### config.mk
export PLATFORM = sky130hd
export DESIGN_NAME = keyed_adder_pipe
export DESIGN_NICKNAME = d
export VERILOG_FILES = /design/src/rtl/keyed_adder_pipe.sv
export SDC_FILE = /design/constraint.sdc
export NUM_CORES = 1
export LEC_CHECK = 0
export ABC_AREA = 1
export BUFFER_PORTS_ARGS = -buffer_cell sky130_fd_sc_hd__buf_2
export CAP_MARGIN = 20
export CORE_ASPECT_RATIO = 1.5
export CORE_MARGIN = 5
export CORE_UTILIZATION = 29
export DETAILED_ROUTE_END_ITERATION = 7
export PLACE_DENSITY_LB_ADDON = 0.25
export RECOVER_POWER = 25
export SETUP_SLACK_MARGIN = 0.2
export SYNTH_ARGS = -nofsm -noshare
export SYNTH_HDL_FRONTEND = slang
export SYNTH_SLANG_ARGS = --single-unit
### constraint.sdc
create_clock -name clk -period 2.2 [get_ports clk]
set_clock_uncertainty 0.2 [all_clocks]
set_input_delay 0.11 -clock clk [delete_from_list [all_inputs] [get_ports clk]]
set_output_delay 0.11 -clock clk [all_outputs]
set_load 0.02 [all_outputs]
### src/rtl/keyed_adder_pipe.sv
// Keyed pipelined adder: out_sum = (a ^ key) + b + cin, carry rippled across STAGES chunk registers.
// Latency STAGES cycles at 1 beat/cycle; a stalled output freezes every stage and drops in_ready.
module keyed_adder_pipe #(
  parameter int              WIDTH     = 8,
  parameter int              STAGES    = 2,
  parameter logic [WIDTH-1:0] KEY_RESET = 8'hAA,
  parameter int              CNT_W     = 16
) (
  input  logic             clk,
  input  logic             rst,
  input  logic             key_we,
  input  logic [WIDTH-1:0] key_in,
  input  logic             in_valid,
  output logic             in_ready,
  input  logic [WIDTH-1:0] in_a,
  input  logic [WIDTH-1:0] in_b,
  input  logic             in_cin,
  output logic             out_valid,
  input  logic             out_ready,
  output logic [WIDTH:0]   out_sum,
  output logic             out_cout,
  output logic [CNT_W-1:0] op_count
);

  localparam int C = WIDTH / STAGES;

  logic             adv;
  logic             acc;
  logic [WIDTH-1:0] key_q, key_d;
  logic [CNT_W-1:0] op_count_q, op_count_d;

  assign adv      = !out_valid || out_ready;
  assign in_ready = adv;
  assign acc      = in_valid && adv;

  always_comb begin
    key_d      = key_we ? key_in : key_q;
    op_count_d = op_count_q + ((out_valid && out_ready) ? CNT_W'(1) : CNT_W'(0));
  end

  always_ff @(posedge clk or posedge rst) begin
    if (rst) begin
      key_q      <= KEY_RESET;
      op_count_q <= '0;
    end else begin
      key_q      <= key_d;
      op_count_q <= op_count_d;
    end
  end

  // The a word rotates right by one chunk per stage: finished sum chunks enter at the
  // top while unprocessed key-masked operand chunks drain from the bottom, so after
  // STAGES rotations it holds the sum in natural bit order.
  for (genvar s = 0; s < STAGES; s++) begin : g_st
    localparam int REM = WIDTH - s * C;

    logic             vld_in;
    logic [WIDTH-1:0] a_in;
    logic [REM-1:0]   b_in;
    logic             cy_in;
    logic [C:0]       part;
    logic [WIDTH-1:0] a_d;
    logic             vld_q;
    logic             cy_q;
    logic [WIDTH-1:0] a_q;

    if (s == 0) begin : g_src
      assign vld_in = acc;
      assign a_in   = in_a ^ key_q;
      assign b_in   = in_b;
      assign cy_in  = in_cin;
    end else begin : g_src
      assign vld_in = g_st[s-1].vld_q;
      assign a_in   = g_st[s-1].a_q;
      assign b_in   = g_st[s-1].g_fwd.b_q;
      assign cy_in  = g_st[s-1].cy_q;
    end

    assign part = {1'b0, a_in[C-1:0]} + {1'b0, b_in[C-1:0]} + {{C{1'b0}}, cy_in};

    if (STAGES == 1) begin : g_rot
      assign a_d = part[C-1:0];
    end else begin : g_rot
      assign a_d = {part[C-1:0], a_in[WIDTH-1:C]};
    end

    // Data only moves with a valid beat so the output register holds across bubbles.
    always_ff @(posedge clk or posedge rst) begin
      if (rst) begin
        vld_q <= 1'b0;
        cy_q  <= 1'b0;
        a_q   <= '0;
      end else if (adv) begin
        vld_q <= vld_in;
        if (vld_in) begin
          cy_q <= part[C];
          a_q  <= a_d;
        end
      end
    end

    if (s < STAGES - 1) begin : g_fwd
      logic [REM-C-1:0] b_q;
      always_ff @(posedge clk or posedge rst) begin
        if (rst) begin
          b_q <= '0;
        end else if (adv && vld_in) begin
          b_q <= b_in[REM-1:C];
        end
      end
    end
  end

  assign out_valid = g_st[STAGES-1].vld_q;
  assign out_cout  = g_st[STAGES-1].cy_q;
  assign out_sum   = {g_st[STAGES-1].cy_q, g_st[STAGES-1].a_q};
  assign op_count  = op_count_q;

endmodule

Word-level counts from Yosys, hierarchy flattened
Index checks and enable logic that the tools add are counted.
{"block": "op_classes", "n_addsub": 5, "muxes": 1, "bitwise_logic": 1, "reduce_logical": 7}
{"operator": "$add 16x1->16", "count": 1}
{"operator": "$add 4x4->5", "count": 2}
{"operator": "$add 5x1->5", "count": 2}
{"operator": "$xor 8x8->8", "count": 1}
{"operator": "$reduce_and 2->1", "count": 2}
{"operator": "$logic_and 1x1->1", "count": 3}
{"operator": "$logic_not 1->1", "count": 1}
{"operator": "$logic_or 1x1->1", "count": 1}
{"operator": "$mux 1", "count": 1}
{"block": "totals", "register_bits": 48, "inputBits": 30, "output_inout_bits": 28, "elab_cells": 23}

Longest topological paths before layout
Gate-level depths: netlist (run 1).
{"block": "depth", "word_depth": 4, "depth_mapped": 9, "mapped_depth_nobuf": 9}

Least setup slack after synthesis (run 1)
Ideal clock, no wire load.
{"block": "synth_path", "kind": "reg-to-reg", "startpoint": "register key_q[0]", "endpoint": "register g_st[0].a_q[5]", "setup_ns": 0.117, "t_arrival_ns": 1.428, "t_required_ns": 1.883, "path_slack_ns": 0.455, "path_stages_with_launch": 7, "path_buffers": 0, "period_less_slack_ns": 1.745, "path_cell_list": "dfrtp_1 > xnor2_1 > fa_1 > inv_1 > fa_1 > nand2_1 > nand2_1"}
{"block": "synth_between", "elab_chain_cells": 3}
{"element": "start: declaration", "line_no": "29", "text": "logic [WIDTH-1:0] key_q, key_d;"}
{"element": "start signal: assignment", "line_no": "46", "text": "key_q <= key_d;"}
{"element": "$xor 8x8->8", "line_no": "69", "text": "assign a_in = in_a ^ key_q;"}
{"element": "$add 4x4->5", "line_no": "79", "text": "assign part = {1'b0, a_in[C-1:0]} + {1'b0, b_in[C-1:0]} + {{C{1'b0}}, cy_in};"}
{"element": "$add 5x1->5", "line_no": "79"}
{"element": "named net g_st[0].part[1]", "line_no": "61", "text": "logic [C:0] part;"}
{"element": "end signal: assignment", "line_no": "92", "text": "a_q <= '0;"}
{"element": "end signal: assignment", "line_no": "97", "text": "a_q <= a_d;"}
{"element": "end: declaration", "line_no": "65", "text": "logic [WIDTH-1:0] a_q;"}
The timed path passes the listed nets, and every way through them passes these cells.
A chain may end at the register's enable or synchronous reset.

Worst setup path in the final report (run 1)
{"block": "layout_path", "startpoint": "register key_q[0]", "endpoint": "register g_st[0].a_q[6]"}
{"block": "layout_between", "elab_chain_cells": 3}
{"element": "$xor 8x8->8", "line_no": "69"}
{"element": "$add 4x4->5", "line_no": "79"}
{"element": "$add 5x1->5", "line_no": "79"}
Every way passes these cells.

==> impl_metrics.csv, run 1 <==
group,metric,value,unit
outcome,outcome,"finished clean",
routing,finalWirelength,4940,µm
floorplanning,die_y,121,µm
pwr,vdd_drop_max,400,µV
yosys,synthCells,246,
hold_path,hp-class,"in2reg",
placed_design,placed_cells,405,
yosys,synth_top_cell_by_area,"dfrtp_1",
cts,clock_latency,280,ps
final_layout,drive_above_1_share,28.5,%
yosys,syn-cell-area,2360,µm²
grt,grt_max_degree,26,
cts,ctsLongestPathBuffers,2,
sta,tightest_slew,953,ps
run,cap_violations,0,
yosys,synth_cell_types,25,
routing,ant_nets,0,
sta,fin_crit_sh,83.2,%
yosys,synth_common_cells,"76 x nand2_1, 44 x dfrtp_1, 21 x inv_1, 11 x nand3_1, 11 x xnor2_1",
grt,antenna_found_initial,0,
setup_path,start_kind,"register",
floorplanning,die_x,83.7,µm
sta,fmaxAchievable,546,MHz
final_layout,area_growth,29.9,%
cts,cts.clk_slew.worst_paths,60,ps
sta,rsz0062_at_grt,"no",
yosys,ys_seq_elements,48,
placed_design,post-place-ws,360,ps
setup_path,reg2reg_slack,370,ps
final_layout,fin_nets,367,
grt,grt_pass1_vias,1847,
final_layout,regArea,1210,µm²
setup_path,worstPathMaxFanout,2,
final_layout,fin_cells,431,
routing,drt_iter0_drc,34,
yosys,syn-num-nets,288,
yosys,synth-main-ff-cell,"dfrtp_1",
placed_design,place.gp.congestion,0.750,
yosys,async_flop_share,100,%
yosys,avgSynthCellArea,9.61,µm²
sta,period_needed,1830,ps
cts,cts_inserted_buffers,5,
routing,routed_via_density,4.23,
cts,root_buffer,"clkbuf_16",
floorplanning,io_pins,58,
sta,setup_viol,0,
placed_design,io_buffer_count,57,
routing,drc,0,
floorplanning,initial_core_util,29.5,%
setup_path,critPathArrivalTime,1790,ps
yosys,yosysSeqAreaShare,51.0,%
pwr,total_power,2.83,mW
grt,grt_pass1_wl,8440,µm
setup_path,setup.worst_path.end_class,"register",
sta,report.final.hold_viol_count,0,
cts,post_cts_resized,0,
floorplanning,num_rows,40,
pwr,p_per_area,922,nW/µm²
final_layout,fillCellCount,848,
routing,wl_per_cell,11.5,µm
yosys,ys_top_cells_by_area,"dfrtp_1 47%, nand2_1 12%, dfstp_2 4.4%, ha_1 4.2%, xnor2_1 4.1%",
routing,vias,1822,
final_layout,multi_input_area,1010,µm²
placed_design,place_hpwl,3930,µm
grt,grt_overflow_total,0,
sta,slew_viol_final,0,
cts,cts_sinks,48,
routing,drt_pre_antenna_iters,4,
sta,fin_tns_setup,0,ps
cts,cts_tree,"yes",
pwr,p_leak,1.53,nW
floorplanning,core,8010,µm²
setup_path,critical-path-slowest-cell,"fa_1",
setup_path,path_cells,"xnor2_1 -> fa_1 -> inv_1 -> fa_1 -> xnor2_1 -> o21ai_0",
floorplanning,design.die.area,10100,µm²
yosys,synth_most_common_cell,"nand2_1",
final_layout,antenna_cells,0,
sta,slew_headroom,36.4,%
cts,cts_max_level,2,
yosys,synth_enable_flop_cells,0,
setup_path,worst_path_largest_cell_delay,410,ps
setup_path,cp.required,2160,ps
yosys,yosys.area.top_type_share,46.6,%
grt,grt.total_usage,10.4,%
sta,layout_setup_ws,370,ps
yosys,yosys_warnings,0,
setup_path,worstSetupPathType,"reg2reg",
-- metal layers --
| layer | routed length (µm) | track usage [%] |
|---|---|---|
| met5 | 0 | 0 |
| met3 | 255 | 2.45 |
| met4 | 64 | 3.32 |
| met2 | 2700 | 19.7 |
| met1 | 1920 | 11.3 |
-- area by class of cell --
class	count	area share, %
Clock buffer	6	4.20
Clock inverter	2	0.530
Multi-Input combinational cell	169	33.0
Tap cell	105	4.28
Sequential cell	48	39.3
Timing Repair Buffer	77	15.6
Inverter	24	3.02
-- layout by cell type (no fill, tap or decap), types with 7 or more instances in the layout --
| cell type | instances |
|---|---|
| o21ai_0 | 8 |
| nor2_1 | 11 |
| xnor2_1 | 11 |
| xor2_1 | 7 |
| nand2_1 | 76 |
| buf_2 | 57 |
| dlygate4sd3_1 | 18 |
| inv_1 | 21 |
| mux2_2 | 8 |
| dfrtp_1 | 44 |
| nand3_1 | 11 |
| ha_1 | 8 |
-- flip-flops by register name, indices dropped and copies added, names as in the netlist --
signal and count:
out_valid 1, g_st.a_q 16, g_st.g_fwd.b_q 4, op_count 16
g_st.vld_q 1, out_cout 1, g_st.cy_q 1, key_q 8
-- per-stage QoR --
| step | utilization (%) | hold slack (ps) | area, µm² |
|---|---|---|---|
| 2_1_floorplan | - | 19.6 | 2360 |
| 5_1_grt | 38.3 | 32.4 | 3070 |
| 3_3_place_gp | 34.4 | -9.36 | 2750 |
| 3_5_place_dp | 34.4 | -3.19 | 2750 |
| 6_report | 38.3 | 28.9 | 3070 |
| 4_1_cts | 38.4 | 18.6 | 3080 |
-- report_power, final --
part	switching [mW]	total (mW)	leakage [nW]	internal (mW)
registers	0.157	1.25	0.598	1.09
logic	0.508	0.841	0.869	0.333
clock network	0.317	0.740	0.0671	0.423
total	0.982	2.83	1.53	1.85
-- kinds of logic after synthesis --
family	share of synthesized area (%)
xor gates and xnor gates	6.67
and+or+nand+nor	21.2
buffers and inverters	5.72
DFF	51.0
adders and majority gates	7.62
AOI/OAI and AO/OA	3.97
muxes	3.81
-- worst max-delay path: cells and delay by family, from the launching register on --
kind | cells | cell delay, ps
xor gates and xnor gates | 2 | 350
buffers and inverters | 1 | 60
DFF | 1 | 390
AOI/OAI and AO/OA | 1 | 100
adders and majority gates | 2 | 610
-- path summary, 6_finish.rpt --
path                                                  from                          to  cells past startpoint
worst min register to register  g_st[1].a_q[0]$_DFFE_PP0P_  g_st[1].a_q[0]$_DFFE_PP0P_                      2
min in group asynchronous                              rst       out_valid$_DFFE_PP0N_                      3
max in group asynchronous                              rst      op_count[13]$_DFF_PP0_                      4
worst max-delay path                  key_q[0]$_DFFE_PP0P_  g_st[0].a_q[6]$_DFFE_PP0P_                      6
worst max register to register        key_q[0]$_DFFE_PP0P_  g_st[0].a_q[6]$_DFFE_PP0P_                      6
worst min-delay path                               in_b[1]  g_st[0].a_q[5]$_DFFE_PP0P_                      4
-- timing repair --
| item | CTS | global route |
|---|---|---|
| endpoints found under the hold margin | 38 | 0 |
| buffers inserted | 0 | 0 |
| hold buffers | 18 | 0 |
No activity file was read; power rests on OpenSTA's default activity.
==> run 2: changes to the inputs <==
==> constraint.sdc (replaced) <==
create_clock -name clk -period 1.8 [get_ports clk]
set_clock_uncertainty 0.2 [all_clocks]
set_input_delay 0.09 -clock clk [delete_from_list [all_inputs] [get_ports clk]]
set_output_delay 0.09 -clock clk [all_outputs]
set_load 0.02 [all_outputs]
==> run 2 against run 1 <==
Effect of this change: the flow now finishes with violations (hold timing, setup timing); design area rose by 9.6%; wire length rose by 4.9%; die area did not move; non-clock buffer count rose by 9; setup slack got worse by 390 ps; clock-buffer cell count fell by 1; critical endpoint is now g_st[0].a_q[5]$_DFFE_PP0P_; sequential share of layout area fell by 3.4 points.
==> impl_metrics.csv, run 2 (same netlist as run 1, synthesis figures left out) <==
group,metric,value,unit
sta,period_needed,1820,ps
routing,drt_iter0_drc,36,
setup_path,critical-path-slowest-cell,"fa_2",
setup_path,worstSetupPathType,"reg2reg",
grt,antenna_found_initial,0,
setup_path,start_kind,"register",
pwr,comb_power_share,28.9,%
routing,routed_via_density,4.33,
final_layout,fin_nets,376,
pwr,p_leak,1.64,nW
sta,setup_viol,1,
outcome,outcome,"complete, but fails checks",
pwr,pwr-share-clk,32.8,%
sta,slew_viol_final,0,
setup_path,critPathArrivalTime,1800,ps
setup_path,worstPathMaxFanout,2,
sta,fin_crit_sh,101,%
grt,grt_pass1_vias,2000,
sta,tightest_slew,847,ps
routing,finalWirelength,5180,µm
setup_path,path_cells,"xnor2_2 -> fa_2 -> inv_2 -> fa_2 -> nand2_2 -> nand2_1",
grt,grt_pass1_wl,9000,µm
final_layout,fin_cells,440,
sta,rsz0062_at_grt,"yes",
pwr,sw_frac_of_total,31.7,%
final_layout,area_growth,42.4,%
sta,hold_ws,-45.4,ps
final_layout,drive_above_1_share,38.5,%
cts,cts_max_level,2,
floorplanning,core,8010,µm²
routing,vias,1904,
routing,ant_nets,0,
final_layout,mostFrequentLayoutCell,"nand2_1",
grt,grt_overflow_total,0,
setup_path,cp.required,1780,ps
cts,root_buffer,"clkbuf_16",
cts,cts_sinks,48,
setup_path,cpMostUsedCell,"fa_2",
floorplanning,num_rows,40,
sta,fmaxAchievable,550,MHz
hold_path,hp-class,"in2reg",
pwr,pwr-share-seq,38.3,%
cts,cts_tree,"yes",
pwr,p_int,2.77,mW
placed_design,place.gp.congestion,0.791,
placed_design,placed_cells,405,
grt,grt_max_degree,30,
placed_design,place_hpwl,3810,µm
routing,wl_per_cell,11.8,µm
final_layout,layout_common_cells,"73 x nand2_1, 55 x buf_2, 43 x dfrtp_1",
floorplanning,initial_core_util,29.5,%
pwr,p_switching,1.29,mW
cts,ctsLongestPathBuffers,2,
floorplanning,die_x,83.7,µm
sta,fin_tns_setup,-18.1,ps
setup_path,setup.worst_path.end_class,"register",
routing,drt_pre_antenna_iters,4,
placed_design,placed_cell_area,2820,µm²
sta,slew_headroom,43.4,%
floorplanning,die_y,121,µm
pwr,total_power,4.06,mW
pwr,p_per_area,1210,nW/µm²
cts,cts.clk_slew.worst_paths,60,ps
pwr,vdd_drop_max,594,µV
setup_path,worst_path_largest_cell_delay,430,ps
placed_design,io_buffer_count,57,
floorplanning,io_pins,58,
cts,clock_latency,290,ps
sta,report.final.hold_viol_count,2,
floorplanning,design.die.area,10100,µm²
final_layout,antenna_cells,0,
final_layout,fin_area,3360,µm²
outcome,violations,"hold timing, setup timing",
run,cap_violations,0,
cts,cts_inserted_buffers,5,
grt,grt.total_usage,11.1,%
routing,drc,0,
sta,layout_setup_ws,-18.1,ps
## run 2: cell types whose count changed in the layout (fill, tap and decap cells not counted), sizes merged
cell / delta
clkinvlp: -1
clkinv: -1
clkbuf: +1
bufinv: +3
buf: +7
## run 2: through the flow
step	utilization (%)	setup slack [ps]
finish	42.0	-18.1
global route	42.0	-93.5
CTS	41.3	2.17
detailed placement	35.2	13.4
global placement	35.2	45.7
floorplan	-	74.0
## run 2: layout make-up
type	count	area [µm²]
clock inverters	3	90.1
inverters	24	92.6
repair buffers	86	562
well taps	105	131
multi-input cells	169	1160
clock buffers	5	125
fillers	816	4640
flip-flops and latches	48	1210
## run 2: final timing paths
path                                            startpoint                    endpoint  slack, ps  cells past startpoint
worst max register to register        key_q[0]$_DFFE_PP0P_  g_st[0].a_q[5]$_DFFE_PP0P_        -20                      6
worst max-delay path                  key_q[0]$_DFFE_PP0P_  g_st[0].a_q[5]$_DFFE_PP0P_        -20                      6
worst min register to register  g_st[1].a_q[4]$_DFFE_PP0P_  g_st[1].a_q[4]$_DFFE_PP0P_        270                      2
worst min-delay path                             out_ready   g_st[0].vld_q$_DFFE_PP0N_        -50                      4
min in group asynchronous                              rst       op_count[1]$_DFF_PP0_        320                      3
max in group asynchronous                              rst        key_q[1]$_DFFE_PP1P_        370                      4
## run 2: routing by layer
layer  vias up  GRT usage (%)  part of all wire (%)
met1       902           11.0                    38
li1        947              -                     -
met3         6           3.07                   5.1
met2        49           21.3                    55
met5         -              0                     0
met4         0           4.53                   1.8
## run 2: critical path, delay by kind of cell (launching register included)
kind	cells	cell delay, ps
xor+xnor	1	140
fa+ha+maj	2	760
buf+inv	1	80
flops	1	410
simple gates	2	120
## run 2: what timing repair did
item / CTS / global route
setup endpoints to repair: 11 / 22
setup buffers: 7 / 2
endpoints found under the hold margin: 38 / 1
pin swaps: 12 / 9
gates cloned: 0 / 0
resized for setup: 8 / 12
hold buffers: 18 / 1
## run 2: power by group through the flow
stage	clock (mW)	sequential [mW]	combinational, mW
4_1_cts	1.38	1.56	1.14
2_1_floorplan	0	1.74	0.548
3_5_place_dp	0	1.58	1.06
6_report	1.33	1.55	1.18
5_1_grt	1.41	1.60	1.32
3_3_place_gp	0	1.57	1.04
